**config.mk**
```make
export PLATFORM = sky130hd
export DESIGN_NAME = bus_cycle_seq_flat
export DESIGN_NICKNAME = d
export VERILOG_FILES = /design/src/rtl/core_bus_pkg.sv /design/src/rtl/bus_cycle_seq_if.sv /design/src/rtl/bus_wait_timer.sv /design/src/rtl/bus_cycle_seq.sv /design/src/flat_wrapper.sv
export SDC_FILE = /design/constraint.sdc
export NUM_CORES = 1
export LEC_CHECK = 0
export BUFFER_PORTS_ARGS = -buffer_cell sky130_fd_sc_hd__buf_2
export CORE_UTILIZATION = 50
export CTS_CLUSTER_DIAMETER = 30
export DETAILED_ROUTE_END_ITERATION = 16
export GPL_TIMING_DRIVEN = 0
export PLACE_DENSITY = 0.73
export SLEW_MARGIN = 0
export SYNTH_ARGS = -nofsm -noshare
export SYNTH_HDL_FRONTEND = slang
export SYNTH_HIERARCHICAL = 1
export SYNTH_SLANG_ARGS = --single-unit
```
**constraint.sdc**
```tcl
create_clock -name clk -period 4.25 [get_ports clk]
set_clock_uncertainty 0.2 [all_clocks]
set_input_delay 0.425 -clock clk [delete_from_list [all_inputs] [get_ports clk]]
set_output_delay 0.425 -clock clk [all_outputs]
set_load 0.05 [all_outputs]
```
**src/rtl/core_bus_pkg.sv**
```systemverilog
// Shared definitions for the 8085-style bus sequencer: T-state codes,
// machine-cycle type codes and the strobe select decode.
package core_bus_pkg;

  localparam int MT_W = 3;
  localparam int TS_W = 4;

  typedef enum logic [TS_W-1:0] {
    ST_TR = 4'b0000,
    ST_T1 = 4'b0001,
    ST_T2 = 4'b0010,
    ST_T3 = 4'b0011,
    ST_T4 = 4'b0100,
    ST_T5 = 4'b0101,
    ST_T6 = 4'b0110,
    ST_TH = 4'b0111,
    ST_TW = 4'b1000,
    ST_TT = 4'b1001,
    ST_TI = 4'b1010
  } tstate_t;

  // Encoded as {iom_n, s1, s0}; 100 is unused.
  typedef enum logic [MT_W-1:0] {
    MT_BI   = 3'b000,
    MT_MW   = 3'b001,
    MT_MR   = 3'b010,
    MT_OF   = 3'b011,
    MT_IOW  = 3'b101,
    MT_IOR  = 3'b110,
    MT_INTA = 3'b111
  } mtype_t;

  typedef struct packed {
    logic rd;
    logic wr;
    logic inta;
  } strobe_sel_t;

  function automatic strobe_sel_t strobe_sel(input logic [MT_W-1:0] mt);
    strobe_sel_t r;
    r = '0;
    case (mt)
      MT_MR, MT_OF, MT_IOR: r.rd   = 1'b1;
      MT_MW, MT_IOW:        r.wr   = 1'b1;
      MT_INTA:              r.inta = 1'b1;
      default:              r      = '0;
    endcase
    return r;
  endfunction

endpackage

```
**src/rtl/bus_cycle_seq_if.sv**
```systemverilog
// Request/bus-pin bundle between the microsequencer, the cycle sequencer and the pads.
// Valid/ready: a request is accepted when req is high at a dispatch point; ack marks T1.
interface bus_cycle_seq_if;
  import core_bus_pkg::*;

  logic            req;
  logic [MT_W-1:0] mtype;
  logic            six;
  logic            halt;
  logic            ready;
  logic            hold;
  logic            ack;
  logic            done;
  logic            busy;
  logic [TS_W-1:0] tstate;
  logic            ale;
  logic            rd_n;
  logic            wr_n;
  logic            inta_n;
  logic [1:0]      s;
  logic            iom_n;
  logic            hlda;
  logic            bus_en;

  modport master (
    output req, mtype, six, halt, ready, hold,
    input  ack, done, busy, tstate, ale, rd_n, wr_n, inta_n, s, iom_n, hlda, bus_en
  );

  modport slave (
    input  req, mtype, six, halt, ready, hold,
    output ack, done, busy, tstate, ale, rd_n, wr_n, inta_n, s, iom_n, hlda, bus_en
  );
endinterface

```
**src/rtl/bus_wait_timer.sv**
```systemverilog
// Loadable down-counter holding the remaining automatic wait states of a cycle.
module bus_wait_timer #(
  parameter int W = 3
) (
  input  logic         clk,
  input  logic         rst,
  input  logic         load_i,
  input  logic [W-1:0] load_val_i,
  input  logic         dec_i,
  output logic         zero_o
);
  logic [W-1:0] cnt_q;

  always_ff @(posedge clk or posedge rst) begin
    if (rst) begin
      cnt_q <= '0;
    end else if (load_i) begin
      cnt_q <= load_val_i;
    end else if (dec_i && (cnt_q != '0)) begin
      cnt_q <= cnt_q - 1'b1;
    end
  end

  assign zero_o = (cnt_q == '0);
endmodule

```
**src/rtl/bus_cycle_seq.sv**
```systemverilog
// Machine-cycle sequencer: steps T1..T3 (T4/T6 for opcode fetch) with READY and
// automatic waits, plus hold and halt. All pin outputs are registered from the next state.
module bus_cycle_seq
  import core_bus_pkg::*;
#(
  parameter int AUTO_WAIT = 0,
  parameter int WCNT_W    = 3
) (
  input logic             clk,
  input logic             rst,
  bus_cycle_seq_if.slave  bus
);
  localparam logic [WCNT_W-1:0] AUTO_WAIT_V = WCNT_W'(AUTO_WAIT);

  tstate_t         state_q, state_d;
  logic [MT_W-1:0] mtype_q;
  logic            six_q;
  logic            wait_zero, wait_load, wait_dec;
  logic [WCNT_W-1:0] wait_load_val;
  logic            done_now, strobe_act_d, busy_d;
  strobe_sel_t     sel_d;

  logic       ack_q, done_q, busy_q, ale_q, rd_n_q, wr_n_q, inta_n_q;
  logic [1:0] s_q;
  logic       iom_n_q, hlda_q, bus_en_q;

  function automatic logic cycle_done(input tstate_t st, input logic [MT_W-1:0] mt,
                                      input logic six);
    return ((st == ST_T3) && (mt != MT_OF)) || ((st == ST_T4) && !six) || (st == ST_T6);
  endfunction

  function automatic tstate_t dispatch(input logic hold, input logic req, input logic halt);
    if (hold)      return ST_TH;
    else if (req)  return ST_T1;
    else if (halt) return ST_TT;
    else           return ST_TI;
  endfunction

  always_comb begin
    state_d  = state_q;
    done_now = cycle_done(state_q, mtype_q, six_q);
    case (state_q)
      ST_TR: state_d = ST_TI;
      ST_TI: state_d = dispatch(bus.hold, bus.req, bus.halt);
      ST_T1: state_d = ST_T2;
      ST_T2: state_d = ((mtype_q != MT_BI) && (!wait_zero || !bus.ready)) ? ST_TW : ST_T3;
      ST_TW: state_d = (wait_zero && (bus.ready || (mtype_q == MT_BI))) ? ST_T3 : ST_TW;
      ST_T3: state_d = done_now ? dispatch(bus.hold, bus.req, bus.halt) : ST_T4;
      ST_T4: state_d = done_now ? dispatch(bus.hold, bus.req, bus.halt) : ST_T5;
      ST_T5: state_d = ST_T6;
      ST_T6: state_d = dispatch(bus.hold, bus.req, bus.halt);
      ST_TH: state_d = bus.hold ? ST_TH : ST_TI;
      ST_TT: state_d = bus.hold ? ST_TH : (bus.halt ? ST_TT : ST_TI);
      default: state_d = ST_TR;
    endcase

    // Counting down already in T2 makes AUTO_WAIT=N give exactly N wait states.
    wait_load     = (state_d == ST_T1);
    wait_load_val = (bus.mtype == MT_BI) ? '0 : AUTO_WAIT_V;
    wait_dec      = ((state_q == ST_T2) || (state_q == ST_TW)) && !wait_zero;

    sel_d        = strobe_sel(mtype_q);
    strobe_act_d = (state_d == ST_T2) || (state_d == ST_TW) || (state_d == ST_T3);
    busy_d       = (state_d inside {ST_T1, ST_T2, ST_T3, ST_T4, ST_T5, ST_T6, ST_TW});
  end

  always_ff @(posedge clk or posedge rst) begin
    if (rst) begin
      state_q  <= ST_TR;
      mtype_q  <= '0;
      six_q    <= 1'b0;
      ack_q    <= 1'b0;
      done_q   <= 1'b0;
      busy_q   <= 1'b0;
      ale_q    <= 1'b0;
      rd_n_q   <= 1'b1;
      wr_n_q   <= 1'b1;
      inta_n_q <= 1'b1;
      s_q      <= 2'b00;
      iom_n_q  <= 1'b0;
      hlda_q   <= 1'b0;
      bus_en_q <= 1'b0;
    end else begin
      state_q <= state_d;
      if (state_d == ST_T1) begin
        mtype_q <= bus.mtype;
        six_q   <= bus.six;
      end
      ack_q    <= (state_d == ST_T1);
      ale_q    <= (state_d == ST_T1);
      done_q   <= cycle_done(state_d, mtype_q, six_q);
      busy_q   <= busy_d;
      rd_n_q   <= !(strobe_act_d && sel_d.rd);
      wr_n_q   <= !(strobe_act_d && sel_d.wr);
      inta_n_q <= !(strobe_act_d && sel_d.inta);
      hlda_q   <= (state_d == ST_TH);
      bus_en_q <= busy_d || (state_d == ST_TI);
      // Status follows the new cycle type from T1; TH keeps whatever was last driven.
      if (state_d == ST_T1) begin
        s_q     <= bus.mtype[1:0];
        iom_n_q <= bus.mtype[2];
      end else if (state_d == ST_TT) begin
        s_q <= 2'b00;
      end
    end
  end

  bus_wait_timer #(.W(WCNT_W)) u_wait (
    .clk        (clk),
    .rst        (rst),
    .load_i     (wait_load),
    .load_val_i (wait_load_val),
    .dec_i      (wait_dec),
    .zero_o     (wait_zero)
  );

  assign bus.tstate = state_q;
  assign bus.ack    = ack_q;
  assign bus.done   = done_q;
  assign bus.busy   = busy_q;
  assign bus.ale    = ale_q;
  assign bus.rd_n   = rd_n_q;
  assign bus.wr_n   = wr_n_q;
  assign bus.inta_n = inta_n_q;
  assign bus.s      = s_q;
  assign bus.iom_n  = iom_n_q;
  assign bus.hlda   = hlda_q;
  assign bus.bus_en = bus_en_q;
endmodule

```
**src/flat_wrapper.sv**
```systemverilog
// flat-port wrapper written by rule: the top's interface ports become plain ports
module bus_cycle_seq_flat import core_bus_pkg::*;
#(
  parameter int AUTO_WAIT = 0,
  parameter int WCNT_W    = 3
)
  (clk, rst, bus_req, bus_mtype, bus_six, bus_halt, bus_ready, bus_hold, bus_ack, bus_done, bus_busy, bus_tstate, bus_ale, bus_rd_n, bus_wr_n, bus_inta_n, bus_s, bus_iom_n, bus_hlda, bus_bus_en);
  bus_cycle_seq_if bus_i ();
  input logic clk;
  input logic rst;
  input wire logic [$bits(bus_i.req)-1:0] bus_req;
  input wire logic [$bits(bus_i.mtype)-1:0] bus_mtype;
  input wire logic [$bits(bus_i.six)-1:0] bus_six;
  input wire logic [$bits(bus_i.halt)-1:0] bus_halt;
  input wire logic [$bits(bus_i.ready)-1:0] bus_ready;
  input wire logic [$bits(bus_i.hold)-1:0] bus_hold;
  output wire logic [$bits(bus_i.ack)-1:0] bus_ack;
  output wire logic [$bits(bus_i.done)-1:0] bus_done;
  output wire logic [$bits(bus_i.busy)-1:0] bus_busy;
  output wire logic [$bits(bus_i.tstate)-1:0] bus_tstate;
  output wire logic [$bits(bus_i.ale)-1:0] bus_ale;
  output wire logic [$bits(bus_i.rd_n)-1:0] bus_rd_n;
  output wire logic [$bits(bus_i.wr_n)-1:0] bus_wr_n;
  output wire logic [$bits(bus_i.inta_n)-1:0] bus_inta_n;
  output wire logic [$bits(bus_i.s)-1:0] bus_s;
  output wire logic [$bits(bus_i.iom_n)-1:0] bus_iom_n;
  output wire logic [$bits(bus_i.hlda)-1:0] bus_hlda;
  output wire logic [$bits(bus_i.bus_en)-1:0] bus_bus_en;
  assign bus_i.req = bus_req;
  assign bus_i.mtype = bus_mtype;
  assign bus_i.six = bus_six;
  assign bus_i.halt = bus_halt;
  assign bus_i.ready = bus_ready;
  assign bus_i.hold = bus_hold;
  assign bus_ack = bus_i.ack;
  assign bus_done = bus_i.done;
  assign bus_busy = bus_i.busy;
  assign bus_tstate = bus_i.tstate;
  assign bus_ale = bus_i.ale;
  assign bus_rd_n = bus_i.rd_n;
  assign bus_wr_n = bus_i.wr_n;
  assign bus_inta_n = bus_i.inta_n;
  assign bus_s = bus_i.s;
  assign bus_iom_n = bus_i.iom_n;
  assign bus_hlda = bus_i.hlda;
  assign bus_bus_en = bus_i.bus_en;
  bus_cycle_seq #(.AUTO_WAIT(AUTO_WAIT), .WCNT_W(WCNT_W)) u_core (.clk(clk), .rst(rst), .bus(bus_i));
endmodule
```
Yosys cells after proc, flatten, opt, wreduce, memory -nomap -nowiden:

Cells that the tools add are included.

* register bits after elaboration: 22
* input port bits: 10
* output and inout bits: 16
* logic and storage cells: 97

* $add $sub $neg: 1
* eq/ne operators: 27
* muxes and demuxes: 17
* reductions and logical operators: 38

Operators by type and width (count)
* one-hot mux 4 bit (10 select lines): 1
* equality test 4 x 3 -> 1 bit, second input constant: 8
* 2-to-1 mux 4 bit: 8
* equality test 4 bit, second input constant: 6
* equality test 4 x 2 -> 1 bit, second input constant: 4
* logical AND 1 bit: 11
* logical OR 1 bit: 10
* equality test 3 bit, second input constant: 3
* equality test 4 x 1 -> 1 bit, second input constant: 2
* nonzero test 7 bit: 1
* equality test 3 x 2 -> 1 bit, second input constant: 2
* logical NOT 1 bit: 6
* logical NOT 3 bit: 2
* 2-to-1 mux 2 bit: 3
* 2-to-1 mux 3 bit: 2
* nonzero test 3 bit: 2
* logical NOT 4 bit: 1
* nonzero test 2 bit: 2
* OR reduction 2 bit: 2
* equality test 3 x 1 -> 1 bit, second input constant: 1
* 2-to-1 mux 1 bit: 3
* inequality test 3 x 2 -> 1 bit, second input constant: 1
* OR reduction 3 bit: 1
* subtractor 3 x 1 -> 3 bit, second input constant: 1

Logic depth before layout (Yosys ltp):

* depth in word-level cells: 11
* depth in mapped cells: 9
* gate-level depth less buffers: 9

By module:

The synthesis kept the hierarchy.

By module, submodules not included
* bus_cycle_seq: times used 1, cells each 115, area an instance 1166.1 um^2, sequential area each 454.2 um^2
* bus_wait_timer: times used 1, cells each 20, area an instance 193.9 um^2, sequential area each 75.1 um^2

Least setup slack after synthesis:

No wires, ideal clock.

* path kind: flip-flop to flip-flop
* from: reg u_core.state_q[1] (netlist: u_core/bus.tstate[1])
* to: reg u_core.u_wait.cnt_q[2]
* setup time: 0.116 ns
* arrival: 2.322 ns
* required time: 3.934 ns
* path slack: 1.612 ns
* stages on the path, launching flop included: 10
* buffers on the path: 2
* period minus slack after synthesis: 2.638 ns
* cell sequence: dfrtp_1 > buf_4 > nand3b_1 > a211oi_2 > o31ai_2 > nand2_1 > and4_1 > buf_6 > or4b_1 > o311ai_0

* cells in the longest elaborated chain, start to end: 8
* elaborated cells on any way between the ends: 25
* those cells by class: eq/ne: 11; mux: 4; reduce/logical: 10

Ends and longest elaborated chain
* start, declared: RTL line bus_cycle_seq.sv:15 `tstate_t state_q, state_d;`
* start signal, assigned: RTL line bus_cycle_seq.sv:84 `state_q <= state_d;`
* equality test 4 x 2 -> 1 bit or equality test 4 x 3 -> 1 bit (tied branches)
* logical AND 1 bit: RTL line bus_cycle_seq.sv:29 `return ((st == ST_T3) && (mt != MT_OF)) || ((st == ST_T4) && !six) || (st == ST_T6);`
* logical OR 1 bit (2 in series): RTL line bus_cycle_seq.sv:29
* 2-to-1 mux 4 bit, on equally long branches: RTL line bus_cycle_seq.sv:49, bus_cycle_seq.sv:48
* one-hot mux 4 bit (10 select lines) (*): RTL line bus_cycle_seq.sv:42 `case (state_q)`
* equality test 4 x 1 -> 1 bit (*): RTL line bus_cycle_seq.sv:58 `wait_load = (state_d == ST_T1);`
* net u_core.wait_load: RTL line bus_cycle_seq.sv:18 `logic wait_zero, wait_load, wait_dec;`
* 2-to-1 mux 3 bit or nonzero test 2 bit (tied branches)
* end signal, assigned: RTL line bus_wait_timer.sv:18 `cnt_q <= load_val_i;`
* end signal, assigned: RTL line bus_wait_timer.sv:20 `cnt_q <= cnt_q - 1'b1;`
* end, declared: RTL line bus_wait_timer.sv:12 `logic [W-1:0] cnt_q;`

The timed path passes the listed nets; every way through them passes the cells marked *.
A chain may end at the register's enable or synchronous reset.

Worst setup path after layout:

* from: reg u_core.state_q[0] (netlist: u_core/bus.tstate[0])
* to: reg u_core.u_wait.cnt_q[1]

The elaborated chain is that of the path after synthesis.

==> out/metrics.yaml <==
slowest_delay_ns: 0.54
postSynthAreaPerCell_um2: 10.1
required_ns: 4.27
diodes: 0
synth_edf_count: 0
synthTopCellsByCount: "dfrtp_1 (18), nand2_1 (15), inv_1 (10)"
maxCapViolCount: 0
synth_area_um2: 1360
grt_pass1_wl_um: 4890
drt-total-wl_um: 2920
slew_viol_final: 0
dp_hpwl_um: 2200
grtUsageTotal: 0.238
clkSinkCount: 21
core_area_um2: 2520
cts_buffers: 3
arrival_ns: 2.62
worstSetupPathType: "reg -> reg"
cpMaxStageDelayCell: "or4b_1"
h-tree-depth: 1
num_rows: 18
drtIter0Drc: 25
ios: 26
synth_flop_cell: "dfrtp_1"
place_ws_ns: 1.64
cts_buffer_depth: 2
ys_seq_area_frac: 0.389
cts-root-buf: "clkbuf_4"
grt_max_degree: 19
critical_path.endpoint_type: "register"
worstMarginPinSlew_ns: 0.688
synth_area_leader_cell: "dfrtp_1"
grt_remaining_overflow: 0
yosysMostFrequentCell: "dfrtp_1"
grt_pass1_vias: 1129
place_congestion: 0.845
synth_area_leaders: "dfrtp_1 (33%), dfstp_2 (5.8%), mux2_4 (4.4%)"
nets: 179
insertion_delay_ns: 0.31
hold_viol_final: 0
vias: 1127
portBuffers: 24
ys_ff_latch: 21
wl_per_cell_um: 14.9
ant_nets: 0
cts_tree: "done"
die_area_um2: 2930
status: "finished, final reports clean"
relSlewSlack: 0.540
startpoint_type: "register"
remaining_drc_errors: 0
setup_tns_ns: 0
synth_async_sr_flop_share: 1.00
setup_viol: 0
drt-pass1-iter-count: 4
initial_core_util: 0.539
fmax_mhz: 385
hold_depth: 2
cp_max_fo: 16
synth_top_cell_area_share: 0.331
areaGrowthSynthToFinish_pct: 14.9
drive_gt1_frac: 0.331
clkTransAtPathRegs_ns: 0.12
worst_slack_ns: 1.66
ys_warn_count: 6
rsz0062_at_grt: "false"
viasPerCell: 5.75
worstPathCellList: "buf_2, nor2_1, and3_1, a32oi_2, and4_1, buf_6, or4b_1, o311ai_1"
rr_worst_depth: 8
hp-class: "in -> reg"
postCtsSetupBuffers: 0
die_y_um: 54.2
period_share: 0.611
synthCells: 135
synth_cell_type_count: 58
post-route-min-period_ns: 2.59
die_w_um: 54.2
antenna_found_initial: 0
==> metal layers <==
metal | wire (µm) | track usage | up-vias
li1 | - | - | 556
met1 | 1320 | 0.269 | 533
met2 | 1450 | 0.429 | 33
met3 | 121 | 0.0480 | 5
met4 | 36 | 0.0940 | 0
met5 | 0 | 0 | -
==> worst paths after layout <==
path	from	to	slack [ns]
setup / recovery	u_core/bus.tstate[0]$_DFF_PP0_	u_core/u_wait/cnt_q[1]$_DFFE_PP0P_	1.66
hold / removal	bus_six	u_core/six_q$_DFFE_PP0N_	0.13
setup reg to reg	u_core/bus.tstate[0]$_DFF_PP0_	u_core/u_wait/cnt_q[1]$_DFFE_PP0P_	1.66
hold reg to reg	u_core/bus.s[0]$_DFFE_PP0P_	u_core/bus.s[0]$_DFFE_PP0P_	0.32
max in group asynchronous	rst	u_core/mtype_q[2]$_DFFE_PP0N_	2.85
min in group asynchronous	rst	u_core/u_wait/cnt_q[1]$_DFFE_PP0P_	0.32
==> metrics by stage <==
step	utilization	instances	area (µm²)	hold slack (ns)
finish	0.620	196	1560	0.129
floorplan	-	137	1370	-0.0214
global route	0.620	196	1560	0.125
global placement	0.605	191	1530	0.104
detailed placement	0.605	191	1530	0.111
CTS	0.620	196	1560	0.123
==> registers in the layout, summed over array words and instances (netlist names) <==
signal	flops
u_core/bus.wr_n	1
u_core/bus.busy	1
u_core/bus.inta_n	1
u_core/six_q	1
u_core/u_wait/cnt_q	3
u_core/bus.tstate	4
u_core/bus.s	2
u_core/bus.bus_en	1
u_core/bus.ale	1
u_core/mtype_q	3
u_core/bus.done	1
u_core/bus.rd_n	1
u_core/bus.hlda	1
==> critical path, delay by kind of cell (launching register included) <==
kind / cells / cell delay [ns]
AND/OR/NAND/NOR: 4 / 1.29
buffers and inverters: 2 / 0.36
flip-flops: 1 / 0.46
AO/OA/AOI/OAI: 2 / 0.20
==> logic make-up after synthesis <==
group                    synth area share
AND/OR/NAND/NOR                     0.248
AO/OA/AOI/OAI                       0.214
flip-flops                          0.389
buffers and inverters              0.0754
multiplexers                       0.0515
adder cells (fa/ha/maj)            0.0184
other                             0.00276
==> layout make-up <==
cell class	instances	area [µm²]
fillers	240	960
flip-flops and latches	21	529
plain buffers	7	61.3
repair buffers	25	130
well taps	30	37.5
clock buffers	3	22.5
clock inverters	1	5.00
multi-input cells	98	736
inverters	11	41.3
==> placed cells by master (no fill, tap or decap), types with 3 or more instances in the layout <==
| cell | synthesis | routed |
|---|---|---|
| nand2_1 | 15 | 15 |
| buf_2 | 1 | 25 |
| nor2b_1 | 5 | 5 |
| dfrtp_1 | 18 | 18 |
| a21oi_1 | 3 | 3 |
| inv_1 | 10 | 10 |
| buf_4 | 3 | 3 |
| nor2_1 | 4 | 4 |
| buf_6 | 3 | 3 |
| nand3_1 | 3 | 3 |
| or4b_1 | 3 | 3 |
| nand2b_1 | 5 | 5 |
| clkbuf_4 | 0 | 3 |
| dfstp_2 | 3 | 3 |
| mux2_4 | 4 | 4 |
| conb_1 | 1 | 3 |
==> repair_timing <==
action	4_1_cts	5_1_grt
hold endpoints to repair	3	0
resized for setup	0	0
hold buffers	1	0
Power is not shown: default switching activity piles up to over one toggle a cycle in this logic, so the estimate is an artifact.
